==> src/rtl/reimu_ctrl_pkg.sv <==
// rtl/reimu_ctrl_pkg.sv - shared player-state encoding, screen geometry and clamp helper
package reimu_ctrl_pkg;

    typedef enum logic [1:0] {
        ST_ALIVE  = 2'd0,
        ST_DEAD   = 2'd1,
        ST_INVULN = 2'd2,
        ST_OVER   = 2'd3
    } state_t;

    localparam logic [9:0] H_ACTIVE = 10'd640;
    localparam logic [9:0] V_ACTIVE = 10'd480;

    // Sprite half-sizes; the pixel mux draws the 30x50 sprite around the centre.
    localparam logic [9:0] HALF_W = 10'd15;
    localparam logic [9:0] HALF_H = 10'd25;

    localparam logic [9:0] X_MIN = HALF_W;
    localparam logic [9:0] X_MAX = H_ACTIVE - HALF_W - 10'd1;
    localparam logic [9:0] Y_MIN = HALF_H;
    localparam logic [9:0] Y_MAX = V_ACTIVE - HALF_H;

    // One axis of movement: opposing buttons cancel, result saturates at [lo, hi].
    function automatic logic [9:0] step_axis(
        input logic [9:0] pos,
        input logic       dec,
        input logic       inc,
        input logic [3:0] step,
        input logic [9:0] lo,
        input logic [9:0] hi
    );
        logic signed [10:0] sum;
        sum = $signed({1'b0, pos});
        if (dec && !inc) begin
            sum = sum - $signed({7'd0, step});
        end else if (inc && !dec) begin
            sum = sum + $signed({7'd0, step});
        end
        if (sum < $signed({1'b0, lo})) begin
            return lo;
        end else if (sum > $signed({1'b0, hi})) begin
            return hi;
        end
        return sum[9:0];
    endfunction

endpackage

==> src/rtl/reimu_ctrl_if.sv <==
// rtl/reimu_ctrl_if.sv - video timing, buttons and hit in; player position/state out
interface reimu_ctrl_if;
    logic [9:0] hc;
    logic [9:0] vc;
    logic       btn_up;
    logic       btn_down;
    logic       btn_left;
    logic       btn_right;
    logic       btn_slow;
    logic       hit;
    logic [9:0] reimux;
    logic [9:0] reimuy;
    logic       reimuE;
    logic [1:0] lives;
    logic       invuln;
    logic       game_over;

    modport master (
        output hc, vc, btn_up, btn_down, btn_left, btn_right, btn_slow, hit,
        input  reimux, reimuy, reimuE, lives, invuln, game_over
    );

    modport slave (
        input  hc, vc, btn_up, btn_down, btn_left, btn_right, btn_slow, hit,
        output reimux, reimuy, reimuE, lives, invuln, game_over
    );
endinterface

==> src/rtl/reimu_ctrl_btn_sync.sv <==
// rtl/reimu_ctrl_btn_sync.sv - 2-flop synchronizer bank for the raw board buttons
module reimu_ctrl_btn_sync #(
    parameter int WIDTH = 5
) (
    input  logic             clk_25m,
    input  logic             rst,
    input  logic [WIDTH-1:0] i_async,
    output logic [WIDTH-1:0] o_sync
);
    logic [WIDTH-1:0] r_meta;
    logic [WIDTH-1:0] r_sync;

    always_ff @(posedge clk_25m) begin
        if (rst) begin
            r_meta <= '0;
            r_sync <= '0;
        end else begin
            r_meta <= i_async;
            r_sync <= r_meta;
        end
    end

    assign o_sync = r_sync;
endmodule

==> src/rtl/reimu_ctrl.sv <==
// rtl/reimu_ctrl.sv - player movement and lives/death/respawn FSM, updated once per frame in vblank
// Optional build macro REIMU_BLINK_EN: blink reimuE during post-respawn invulnerability.
module reimu_ctrl
    import reimu_ctrl_pkg::*;
#(
    parameter int SPEED_FAST    = 4,
    parameter int SPEED_SLOW    = 2,
    parameter int START_X       = 320,
    parameter int START_Y       = 400,
    parameter int DEAD_FRAMES   = 60,
    parameter int INVULN_FRAMES = 120,
    parameter int BLINK_FRAMES  = 8,
    parameter int LIVES_INIT    = 3
) (
    input  logic         clk_25m,
    input  logic         rst,
    reimu_ctrl_if.slave  bus
);
    localparam int CNT_MAX = (DEAD_FRAMES > INVULN_FRAMES) ? DEAD_FRAMES : INVULN_FRAMES;
    localparam int CNT_W   = (CNT_MAX > 1) ? $clog2(CNT_MAX) : 1;

    localparam logic [CNT_W-1:0] DEAD_LAST   = CNT_W'(DEAD_FRAMES - 1);
    localparam logic [CNT_W-1:0] INVULN_LAST = CNT_W'(INVULN_FRAMES - 1);
    localparam logic [9:0]       SPAWN_X     = 10'(START_X);
    localparam logic [9:0]       SPAWN_Y     = 10'(START_Y);

    logic [4:0]       w_btn;
    logic             w_up, w_down, w_left, w_right, w_slow;
    logic [3:0]       w_step;
    logic [9:0]       w_move_x, w_move_y;
    logic             w_blink_vis;

    logic             r_frame_tick;
    state_t           r_state, w_state_nxt;
    logic [CNT_W-1:0] r_cnt, w_cnt_nxt;
    logic [1:0]       r_lives, w_lives_nxt;
    logic [9:0]       r_x, w_x_nxt;
    logic [9:0]       r_y, w_y_nxt;

    reimu_ctrl_btn_sync #(.WIDTH(5)) u_btn_sync (
        .clk_25m (clk_25m),
        .rst     (rst),
        .i_async ({bus.btn_slow, bus.btn_right, bus.btn_left, bus.btn_down, bus.btn_up}),
        .o_sync  (w_btn)
    );

    assign {w_slow, w_right, w_left, w_down, w_up} = w_btn;

    assign w_step   = w_slow ? SPEED_SLOW[3:0] : SPEED_FAST[3:0];
    assign w_move_x = step_axis(r_x, w_left, w_right, w_step, X_MIN, X_MAX);
    assign w_move_y = step_axis(r_y, w_up,   w_down,  w_step, Y_MIN, Y_MAX);

    // Tick lands the cycle after the first vblank pixel, so position settles in vblank.
    always_ff @(posedge clk_25m) begin
        if (rst) begin
            r_frame_tick <= 1'b0;
        end else begin
            r_frame_tick <= (bus.hc == 10'd0) && (bus.vc == V_ACTIVE);
        end
    end

    always_ff @(posedge clk_25m) begin
        if (rst) begin
            r_state <= ST_ALIVE;
            r_cnt   <= '0;
            r_lives <= LIVES_INIT[1:0];
            r_x     <= SPAWN_X;
            r_y     <= SPAWN_Y;
        end else begin
            r_state <= w_state_nxt;
            r_cnt   <= w_cnt_nxt;
            r_lives <= w_lives_nxt;
            r_x     <= w_x_nxt;
            r_y     <= w_y_nxt;
        end
    end

    always_comb begin
        w_state_nxt = r_state;
        w_cnt_nxt   = r_cnt;
        w_lives_nxt = r_lives;
        w_x_nxt     = r_x;
        w_y_nxt     = r_y;
        case (r_state)
            ST_ALIVE: begin
                // A hit takes priority over a coincident frame tick.
                if (bus.hit) begin
                    w_cnt_nxt = '0;
                    if (r_lives > 2'd1) begin
                        w_state_nxt = ST_DEAD;
                        w_lives_nxt = r_lives - 2'd1;
                    end else begin
                        w_state_nxt = ST_OVER;
                        w_lives_nxt = 2'd0;
                    end
                end else if (r_frame_tick) begin
                    w_x_nxt = w_move_x;
                    w_y_nxt = w_move_y;
                end
            end
            ST_DEAD: begin
                if (r_frame_tick) begin
                    if (r_cnt == DEAD_LAST) begin
                        w_state_nxt = ST_INVULN;
                        w_cnt_nxt   = '0;
                        w_x_nxt     = SPAWN_X;
                        w_y_nxt     = SPAWN_Y;
                    end else begin
                        w_cnt_nxt = r_cnt + 1'b1;
                    end
                end
            end
            ST_INVULN: begin
                if (r_frame_tick) begin
                    w_x_nxt = w_move_x;
                    w_y_nxt = w_move_y;
                    if (r_cnt == INVULN_LAST) begin
                        w_state_nxt = ST_ALIVE;
                        w_cnt_nxt   = '0;
                    end else begin
                        w_cnt_nxt = r_cnt + 1'b1;
                    end
                end
            end
            ST_OVER: begin
            end
            default: begin
                w_state_nxt = ST_ALIVE;
            end
        endcase
    end

`ifdef REIMU_BLINK_EN
    localparam logic [CNT_W-1:0] BLINK_PERIOD = CNT_W'(BLINK_FRAMES);

    logic             r_blink;
    logic             w_blink_nxt;
    logic [CNT_W-1:0] w_cnt_inc;

    assign w_cnt_inc = r_cnt + 1'b1;

    always_comb begin
        w_blink_nxt = r_blink;
        if (r_state == ST_DEAD && r_frame_tick && r_cnt == DEAD_LAST) begin
            w_blink_nxt = 1'b1;
        end else if (r_state == ST_INVULN && r_frame_tick && r_cnt != INVULN_LAST &&
                     (w_cnt_inc % BLINK_PERIOD) == '0) begin
            w_blink_nxt = ~r_blink;
        end
    end

    always_ff @(posedge clk_25m) begin
        if (rst) begin
            r_blink <= 1'b1;
        end else begin
            r_blink <= w_blink_nxt;
        end
    end

    assign w_blink_vis = r_blink;
`else
    assign w_blink_vis = 1'b1;
`endif

    assign bus.reimux    = r_x;
    assign bus.reimuy    = r_y;
    assign bus.reimuE    = (r_state == ST_ALIVE) || ((r_state == ST_INVULN) && w_blink_vis);
    assign bus.lives     = r_lives;
    assign bus.invuln    = (r_state == ST_INVULN);
    assign bus.game_over = (r_state == ST_OVER);
endmodule

==> src/flat_wrapper.sv <==
// flat-port wrapper written by rule: the top's interface ports become plain ports
module reimu_ctrl_flat import reimu_ctrl_pkg::*;
#(
    parameter int SPEED_FAST    = 4,
    parameter int SPEED_SLOW    = 2,
    parameter int START_X       = 320,
    parameter int START_Y       = 400,
    parameter int DEAD_FRAMES   = 60,
    parameter int INVULN_FRAMES = 120,
    parameter int BLINK_FRAMES  = 8,
    parameter int LIVES_INIT    = 3
)
  (clk_25m, rst, bus_hc, bus_vc, bus_btn_up, bus_btn_down, bus_btn_left, bus_btn_right, bus_btn_slow, bus_hit, bus_reimux, bus_reimuy, bus_reimuE, bus_lives, bus_invuln, bus_game_over);
  reimu_ctrl_if bus_i ();
  input  logic clk_25m;
  input  logic rst;
  input wire logic [$bits(bus_i.hc)-1:0] bus_hc;
  input wire logic [$bits(bus_i.vc)-1:0] bus_vc;
  input wire logic [$bits(bus_i.btn_up)-1:0] bus_btn_up;
  input wire logic [$bits(bus_i.btn_down)-1:0] bus_btn_down;
  input wire logic [$bits(bus_i.btn_left)-1:0] bus_btn_left;
  input wire logic [$bits(bus_i.btn_right)-1:0] bus_btn_right;
  input wire logic [$bits(bus_i.btn_slow)-1:0] bus_btn_slow;
  input wire logic [$bits(bus_i.hit)-1:0] bus_hit;
  output wire logic [$bits(bus_i.reimux)-1:0] bus_reimux;
  output wire logic [$bits(bus_i.reimuy)-1:0] bus_reimuy;
  output wire logic [$bits(bus_i.reimuE)-1:0] bus_reimuE;
  output wire logic [$bits(bus_i.lives)-1:0] bus_lives;
  output wire logic [$bits(bus_i.invuln)-1:0] bus_invuln;
  output wire logic [$bits(bus_i.game_over)-1:0] bus_game_over;
  assign bus_i.hc = bus_hc;
  assign bus_i.vc = bus_vc;
  assign bus_i.btn_up = bus_btn_up;
  assign bus_i.btn_down = bus_btn_down;
  assign bus_i.btn_left = bus_btn_left;
  assign bus_i.btn_right = bus_btn_right;
  assign bus_i.btn_slow = bus_btn_slow;
  assign bus_i.hit = bus_hit;
  assign bus_reimux = bus_i.reimux;
  assign bus_reimuy = bus_i.reimuy;
  assign bus_reimuE = bus_i.reimuE;
  assign bus_lives = bus_i.lives;
  assign bus_invuln = bus_i.invuln;
  assign bus_game_over = bus_i.game_over;
  reimu_ctrl #(.SPEED_FAST(SPEED_FAST), .SPEED_SLOW(SPEED_SLOW), .START_X(START_X), .START_Y(START_Y), .DEAD_FRAMES(DEAD_FRAMES), .INVULN_FRAMES(INVULN_FRAMES), .BLINK_FRAMES(BLINK_FRAMES), .LIVES_INIT(LIVES_INIT)) u_core (.clk_25m(clk_25m), .rst(rst), .bus(bus_i));
endmodule
==> config.mk <==
export PLATFORM = sky130hd
export DESIGN_NAME = reimu_ctrl_flat
export DESIGN_NICKNAME = d
export VERILOG_FILES = /design/src/rtl/reimu_ctrl_pkg.sv /design/src/rtl/reimu_ctrl_if.sv /design/src/rtl/reimu_ctrl_btn_sync.sv /design/src/rtl/reimu_ctrl.sv /design/src/flat_wrapper.sv
export SDC_FILE = /design/constraint.sdc
export NUM_CORES = 1
export LEC_CHECK = 0
export BUFFER_PORTS_ARGS = -buffer_cell sky130_fd_sc_hd__buf_2
export CAP_MARGIN = 20
export CORE_ASPECT_RATIO = 1.25
export CORE_MARGIN = 5
export CORE_UTILIZATION = 54
export DETAILED_ROUTE_END_ITERATION = 6
export PLACE_DENSITY = 0.75
export SLEW_MARGIN = 10
export SYNTH_ARGS = -nofsm -noshare
export SYNTH_HDL_FRONTEND = slang
export SYNTH_SLANG_ARGS = --single-unit
export TNS_END_PERCENT = 5
==> constraint.sdc <==
create_clock -name clk_25m -period 5.3 [get_ports clk_25m]
set_input_delay 0.265 -clock clk_25m [delete_from_list [all_inputs] [get_ports clk_25m]]
set_output_delay 0.265 -clock clk_25m [all_outputs]
set_load 0.005 [all_outputs]
* Word-level counts from Yosys, hierarchy flattened
Index checks and enable logic that the tools add are counted.
** Word-level totals
- Latch bits :: 0
- Word-level logic and storage cells :: 87
- Flip-flop bits (word level) :: 42
- Output and inout port bits :: 25
- Input bits :: 28
- Bits in read-only memories :: 0
- Memories kept :: 0
- Memory bits (writable) :: 0
** Operators by class
- Multiplexer cells :: 39
- Equal/unequal tests :: 12
- Reductions and logical operators :: 17
- Add/sub/neg operators :: 6
- Magnitude comparators :: 5
- Bitwise operators :: 0
- Multiply operators :: 0
- Div/mod/pow operators :: 0
- Shifts and indexed selects :: 0
** Operators with widths (count)
- 10-bit two-way mux :: 14
- 10-bit case mux with 3 select lines :: 2
- 11-bit two-way mux :: 4
- 7-bit two-way mux :: 5
- 10-bit by 4-bit adder with 11-bit output :: 2
- 10-bit by 4-bit subtractor with 11-bit output :: 2
- 7-bit case mux with 3 select lines :: 1
- 2-bit two-way mux :: 7
- 11-bit by 10-bit > comparator with 1-bit output, second input constant :: 1
- 11-bit > comparator, second input constant :: 1
- 11-bit by 5-bit < comparator with 1-bit output, second input constant :: 1
- 11-bit by 6-bit < comparator with 1-bit output, second input constant :: 1
- 10-bit by 9-bit == test with 1-bit output, second input constant :: 1
- 10-bit logical NOT :: 1
- 2-bit by 1-bit inequality test with 1-bit output, second input constant :: 4
- 4-bit AND reduction :: 2
- 7-bit by 1-bit adder with 7-bit output, second input constant :: 1
- 7-bit by 6-bit == test with 1-bit output, second input constant :: 1
- 7-bit == test, second input constant :: 1
- 2-bit case mux with 3 select lines :: 1
- 6-bit AND reduction :: 1
- 1-bit logical AND :: 5
- 2-bit == test, second input constant :: 2
- 1-bit logical NOT :: 4
- other kinds (10) :: 14

* Depth between registers and ports, before layout
- Depth after elaboration :: 11
- Gate-level depth with buffers :: 11
- Mapped depth without buffers :: 11

* Hierarchy
From an unflattened synthesis, not the netlist that was laid out.
** Second synthesis, totals
- Cells, all modules :: 343
- Area total of the unflattened synthesis :: 2830.2 sq um
** Modules (own cells, without submodules)
- reimu_ctrl :: instances 1, cells each 323, area each 2567.5 sq um
- reimu_ctrl_btn_sync :: instances 1, cells each 20, area each 262.8 sq um

* Worst setup path after synthesis
OpenSTA, ideal clock, no wires.
- Path kind :: reg-to-reg
- Start :: reg u_core.u_btn_sync.r_sync[4], in the netlist u_core.u_btn_sync.o_sync[4]
- End :: reg u_core.r_x[0], in the netlist u_core.bus.reimux[0]
- Setup slack :: 2.495 ns
- Arrival :: 2.742 ns
- Stages on the path, launching flop included :: 11
- Library setup time :: 0.063 ns
- Period minus slack after synthesis :: 2.805 ns
- Cell sequence :: dfxtp_1 > ha_1 > inv_1 > fa_1 > and4bb_1 > nand4_1 > a22oi_1 > xor2_1 > a2111oi_4 > or4b_1 > nand3_1
** Between the ends
- Word-level cells in the longest chain between the ends :: 11
- Elaborated cells on any way between the ends :: 14
- Classes of those cells :: 2 x add/sub; 2 x order compare; 10 x mux
** RTL lines
- from (decl) :: line reimu_ctrl_btn_sync.sv:11 : logic [WIDTH-1:0] r_sync;
- from (signal assigned) :: line reimu_ctrl_btn_sync.sv:19 : r_sync <= r_meta;
- 3-bit two-way mux * :: line reimu_ctrl.sv:49 : assign w_step = w_slow ? SPEED_SLOW[3:0] : SPEED_FAST[3:0];
- 10-bit by 4-bit adder with 11-bit output :: line reimu_ctrl_pkg.sv:37 : sum = sum + $signed({7'd0, step});
- 11-bit two-way mux :: line reimu_ctrl_pkg.sv:36 : end else if (inc && !dec) begin
- 11-bit two-way mux * :: line reimu_ctrl_pkg.sv:34 : if (dec && !inc) begin
- 11-bit > comparator :: line reimu_ctrl_pkg.sv:41 : end else if (sum > $signed({1'b0, hi})) begin
- 1-bit two-way mux :: line reimu_ctrl_pkg.sv:41
- 1-bit two-way mux :: line reimu_ctrl_pkg.sv:39 : if (sum < $signed({1'b0, lo})) begin
- 10-bit two-way mux * :: line reimu_ctrl_pkg.sv:44 : return sum[9:0];
- 10-bit two-way mux * :: line reimu_ctrl.sv:96, reimu_ctrl.sv:114
- 10-bit two-way mux :: line reimu_ctrl.sv:87 : if (bus.hit) begin
- 10-bit case mux with 3 select lines * :: line reimu_ctrl.sv:84 : case (r_state)
- to (signal assigned) :: line reimu_ctrl.sv:73 : r_x <= w_x_nxt;
- to (decl) :: line reimu_ctrl.sv:37 : logic [9:0] r_x, w_x_nxt;
Every way passes the cells marked *; elsewhere a longest branch is shown, timed or not. The select of a mux whose other input is x is not followed.
A chain may end at the register's enable or synchronous reset.

* Final worst setup path
- Start :: reg u_core.u_btn_sync.r_sync[4], in the netlist u_core.u_btn_sync.o_sync[4]
- End :: reg u_core.r_y[1], in the netlist u_core.bus.reimuy[1]
** Between the ends
- Word-level cells in the longest chain between the ends :: 11
- Elaborated cells on any way between the ends :: 14
- Classes of those cells :: 2 x add/sub; 2 x order compare; 10 x mux
** RTL lines
- 3-bit two-way mux * :: line reimu_ctrl.sv:49
- 10-bit by 4-bit adder with 11-bit output :: line reimu_ctrl_pkg.sv:37
- 11-bit two-way mux :: line reimu_ctrl_pkg.sv:36
- 11-bit two-way mux * :: line reimu_ctrl_pkg.sv:34
- 11-bit by 10-bit > comparator with 1-bit output :: line reimu_ctrl_pkg.sv:41
- 1-bit two-way mux :: line reimu_ctrl_pkg.sv:41
- 1-bit two-way mux :: line reimu_ctrl_pkg.sv:39
- 10-bit two-way mux * :: line reimu_ctrl_pkg.sv:44
- 10-bit two-way mux * :: line reimu_ctrl.sv:96, reimu_ctrl.sv:114
- 10-bit two-way mux :: line reimu_ctrl.sv:87
- 10-bit case mux with 3 select lines * :: line reimu_ctrl.sv:84
- to (signal assigned) :: line reimu_ctrl.sv:74 : r_y <= w_y_nxt;
- to (decl) :: line reimu_ctrl.sv:38 : logic [9:0] r_y, w_y_nxt;
Marked as above.

==> reports/qor.txt <==
GPL Wtd Cong = 0.895
Power Dens Cells = 218 nW/um^2
Mux contribution to synthesized area = 1.73%
Async set-reset flop share out of synthesis = 0%
Main synth FF type = dfxtp_1
Fraction of layout cells with a size suffix above 1 = 21.3%
Worst vdd ir = 218 uV
Max cap viols = 0
# H-tree levels = 2
Relative slew slack = 43.1%
Clock root cell = clkbuf_8
Worst Skew = 0.00627 ns
TritonCTS clock tree = built
CP required = 5.50 ns
Core Area = 5410 sq um
Post-synthesis xor/xnor area fraction = 5.77%
Worst Path Arrival = 3.40 ns
Worst skew pair latency = 0.30 ns
DP HPWL = 5.49 mm
Num rows = 30
Period minus WS final = 3.21 ns
Fmax = 312 MHz
Via count = 2,751
Initial antenna violation count = 0
Design area = 3340 sq um
Routed WL = 6.93 mm
Final net count = 448
CTS sink cnt = 42
Global-route wire length before repair = 12.1 mm
Crit Path Class = reg2reg
CTS buffer count = 5
Worst Hold Class = in2reg
Simple-Gate Fraction of Synth Area = 31.1%
Area of the die = 7090 sq um
Final hold violation count = 0
Distinct cells, synth = 69
Synth warnings = 0
Leakage power = 1.36 nW
Setup TNS = 0 ns
Final setup vio count = 0
Clk slew on worst S/H paths = 0.09 ns
IO Count = 53
Routed len/inst = 14.8 um
Initial Utilization = 54.9%
Synthesized flop and latch total = 42
Final ANT Viol Nets = 0
Die H = 92.9 um
Largest net degree at the start of global routing = 31
Post-DP Area = 3240 sq um
Pre-antenna DRT Iters = 4
Max-slew violation count = 0
Post-layout util = 61.7%
Register area share after synthesis = 28.3%
Crit-path max FO = 9
Hold slack = 0.169 ns
Critical path launch point type = register
Final worst path period share = 60.5%
Post-cts resize count = 0
Tot GR Track Use = 20.1%
Post-CTS Hold Buffers = 0
P&R area growth vs syn = 12.4%
DRC errors left = 0
RSZ-0062 raised after global routing = no
Largest family of logic cells by synthesized area = simple AND/OR/NAND/NOR gates
Mapped Cells = 358
PortBufs = 52
DR vias/cell = 5.88
Vias in the first global route = 2,674
Syn Area/Cell = 8.29 sq um
Worst-Margin Slew = 0.847 ns
Compound-gate portion of the synthesized area = 20.8%
Clk buf depth = 2
Status = complete, no violations
Synth Cell Area = 2970 sq um
Overflow after GRT = 0
Die W = 76.3 um
Initial DRC Count = 125
Antenna cells = 0
Number of flops mapped to enable cells by yosys = 0
Adder-cell share of the synthesized area = 8.18%
Syn Nets = 403
CP endpoint kind = register
Post-CTS setup buffer count = 0
==> flip-flops by register name, summed over array words and instances (netlist names) <==
register	cells
u_core.bus.reimuy	10
u_core.bus.reimux	10
u_core.r_frame_tick	1
u_core.r_cnt	7
u_core.u_btn_sync.r_meta	5
u_core.r_state	2
u_core.u_btn_sync.o_sync	5
u_core.bus.lives	2
==> synthesized netlist by cell type, types with 4 or more instances <==
cell / instances / area [sq um]
ha_1: 13 / 163
o21a_1: 4 / 30.0
a21oi_1: 18 / 90.1
dfxtp_1: 42 / 841
clkbuf_1: 7 / 26.3
nand3b_1: 7 / 52.6
nand3_1: 5 / 25.0
nand2_1: 25 / 93.8
nor3_1: 13 / 65.1
nand4_1: 7 / 43.8
mux2i_1: 4 / 40.0
o21ai_0: 13 / 65.1
fa_1: 4 / 80.1
o21ai_1: 5 / 25.0
or2_2: 4 / 25.0
xnor2_1: 6 / 52.6
inv_1: 14 / 52.6
nand2b_1: 6 / 37.5
a21o_1: 5 / 37.5
nor2b_1: 12 / 75.1
xor2_1: 8 / 70.1
and3_1: 5 / 31.3
nor2_1: 40 / 150
nor3b_1: 6 / 45.0
a31oi_1: 9 / 56.3
buf_2: 5 / 25.0
nor4_1: 9 / 56.3
o22ai_1: 4 / 25.0
==> metrics by stage <==
stage               power [mW]  setup slack [ns]  std cells
finish                   0.727              2.09        468
global route             0.775              1.85        468
CTS                      0.734              2.11        468
detailed placement       0.517              2.14        460
global placement         0.511              2.19        460
floorplan                0.468              2.49        358
==> final cells by class <==
type                    count  area, sq um
inverters                  15         56.3
repair buffers             52          260
clock inverters             3         25.0
clock buffers               5         68.8
well taps                  64         80.1
flip-flops and latches     42          841
multi-input cells         287         2010
fillers                   500         2070
==> metal layers <==
| layer | up-vias | global-route usage [%] | share of wire [%] |
|---|---|---|---|
| met3 | 8 | 3.70 | 4.5 |
| met1 | 1281 | 25.1 | 44 |
| li1 | 1394 | - | - |
| met4 | 0 | 5.25 | 1.1 |
| met2 | 68 | 35.3 | 50 |
| met5 | - | 0 | 0 |
==> final timing paths <==
kind,from,to,slack (ns),cells past startpoint
hold reg to reg,u_core.u_btn_sync.r_meta[1]$_SDFF_PP0_,u_core.u_btn_sync.o_sync[1]$_SDFF_PP0_,0.44,1
setup / recovery,u_core.u_btn_sync.o_sync[4]$_SDFF_PP0_,u_core.bus.reimuy[1]$_SDFFE_PP0P_,2.09,10
hold / removal,bus_btn_right,u_core.u_btn_sync.r_meta[3]$_SDFF_PP0_,0.17,2
setup reg to reg,u_core.u_btn_sync.o_sync[4]$_SDFF_PP0_,u_core.bus.reimuy[1]$_SDFFE_PP0P_,2.09,10
==> report_power, final <==
group,internal [mW],switching (mW)
Clock,0.0951,0.121
Sequential,0.329,0.0146
Combinational,0.0690,0.0973
==> layout by cell type (no fill, tap or decap), types with 4 or more instances in the layout <==
cell type,Yosys,routed
o21a_1,4,4
a21o_1,5,5
and3_1,5,5
a21oi_1,18,18
ha_1,13,13
nand4_1,7,7
nand2_1,25,25
inv_1,14,14
o21ai_0,13,13
dfxtp_1,42,42
buf_2,5,52
nor4_1,9,9
o21ai_1,5,5
nor2_1,40,40
nor3b_1,6,6
mux2i_1,4,4
xor2_1,8,8
clkbuf_8,0,5
nand2b_1,6,6
or2_2,4,4
xnor2_1,6,6
fa_1,4,4
nor3_1,13,13
nor2b_1,12,12
a31oi_1,9,9
nand3_1,5,5
nand3b_1,7,7
o22ai_1,4,4
==> worst max-delay path: stages (launching register included) <==
cell	delay [ns]
dfxtp_1	0.57
ha_1	0.28
fa_1	0.22
nor4bb_1	0.48
mux2i_1	0.16
xnor2_1	0.19
or3_1	0.35
a41oi_2	0.28
nand2b_1	0.18
o21bai_1	0.20
a22o_1	0.19
==> kinds of logic after synthesis <==
| kind of cell | after synthesis |
|---|---|
| compound gates | 88 |
| xor+xnor | 17 |
| fa+ha+maj | 17 |
| buf+inv | 29 |
| flops | 42 |
| mux | 5 |
| simple gates | 160 |
(Power assumes the default switching activity.)
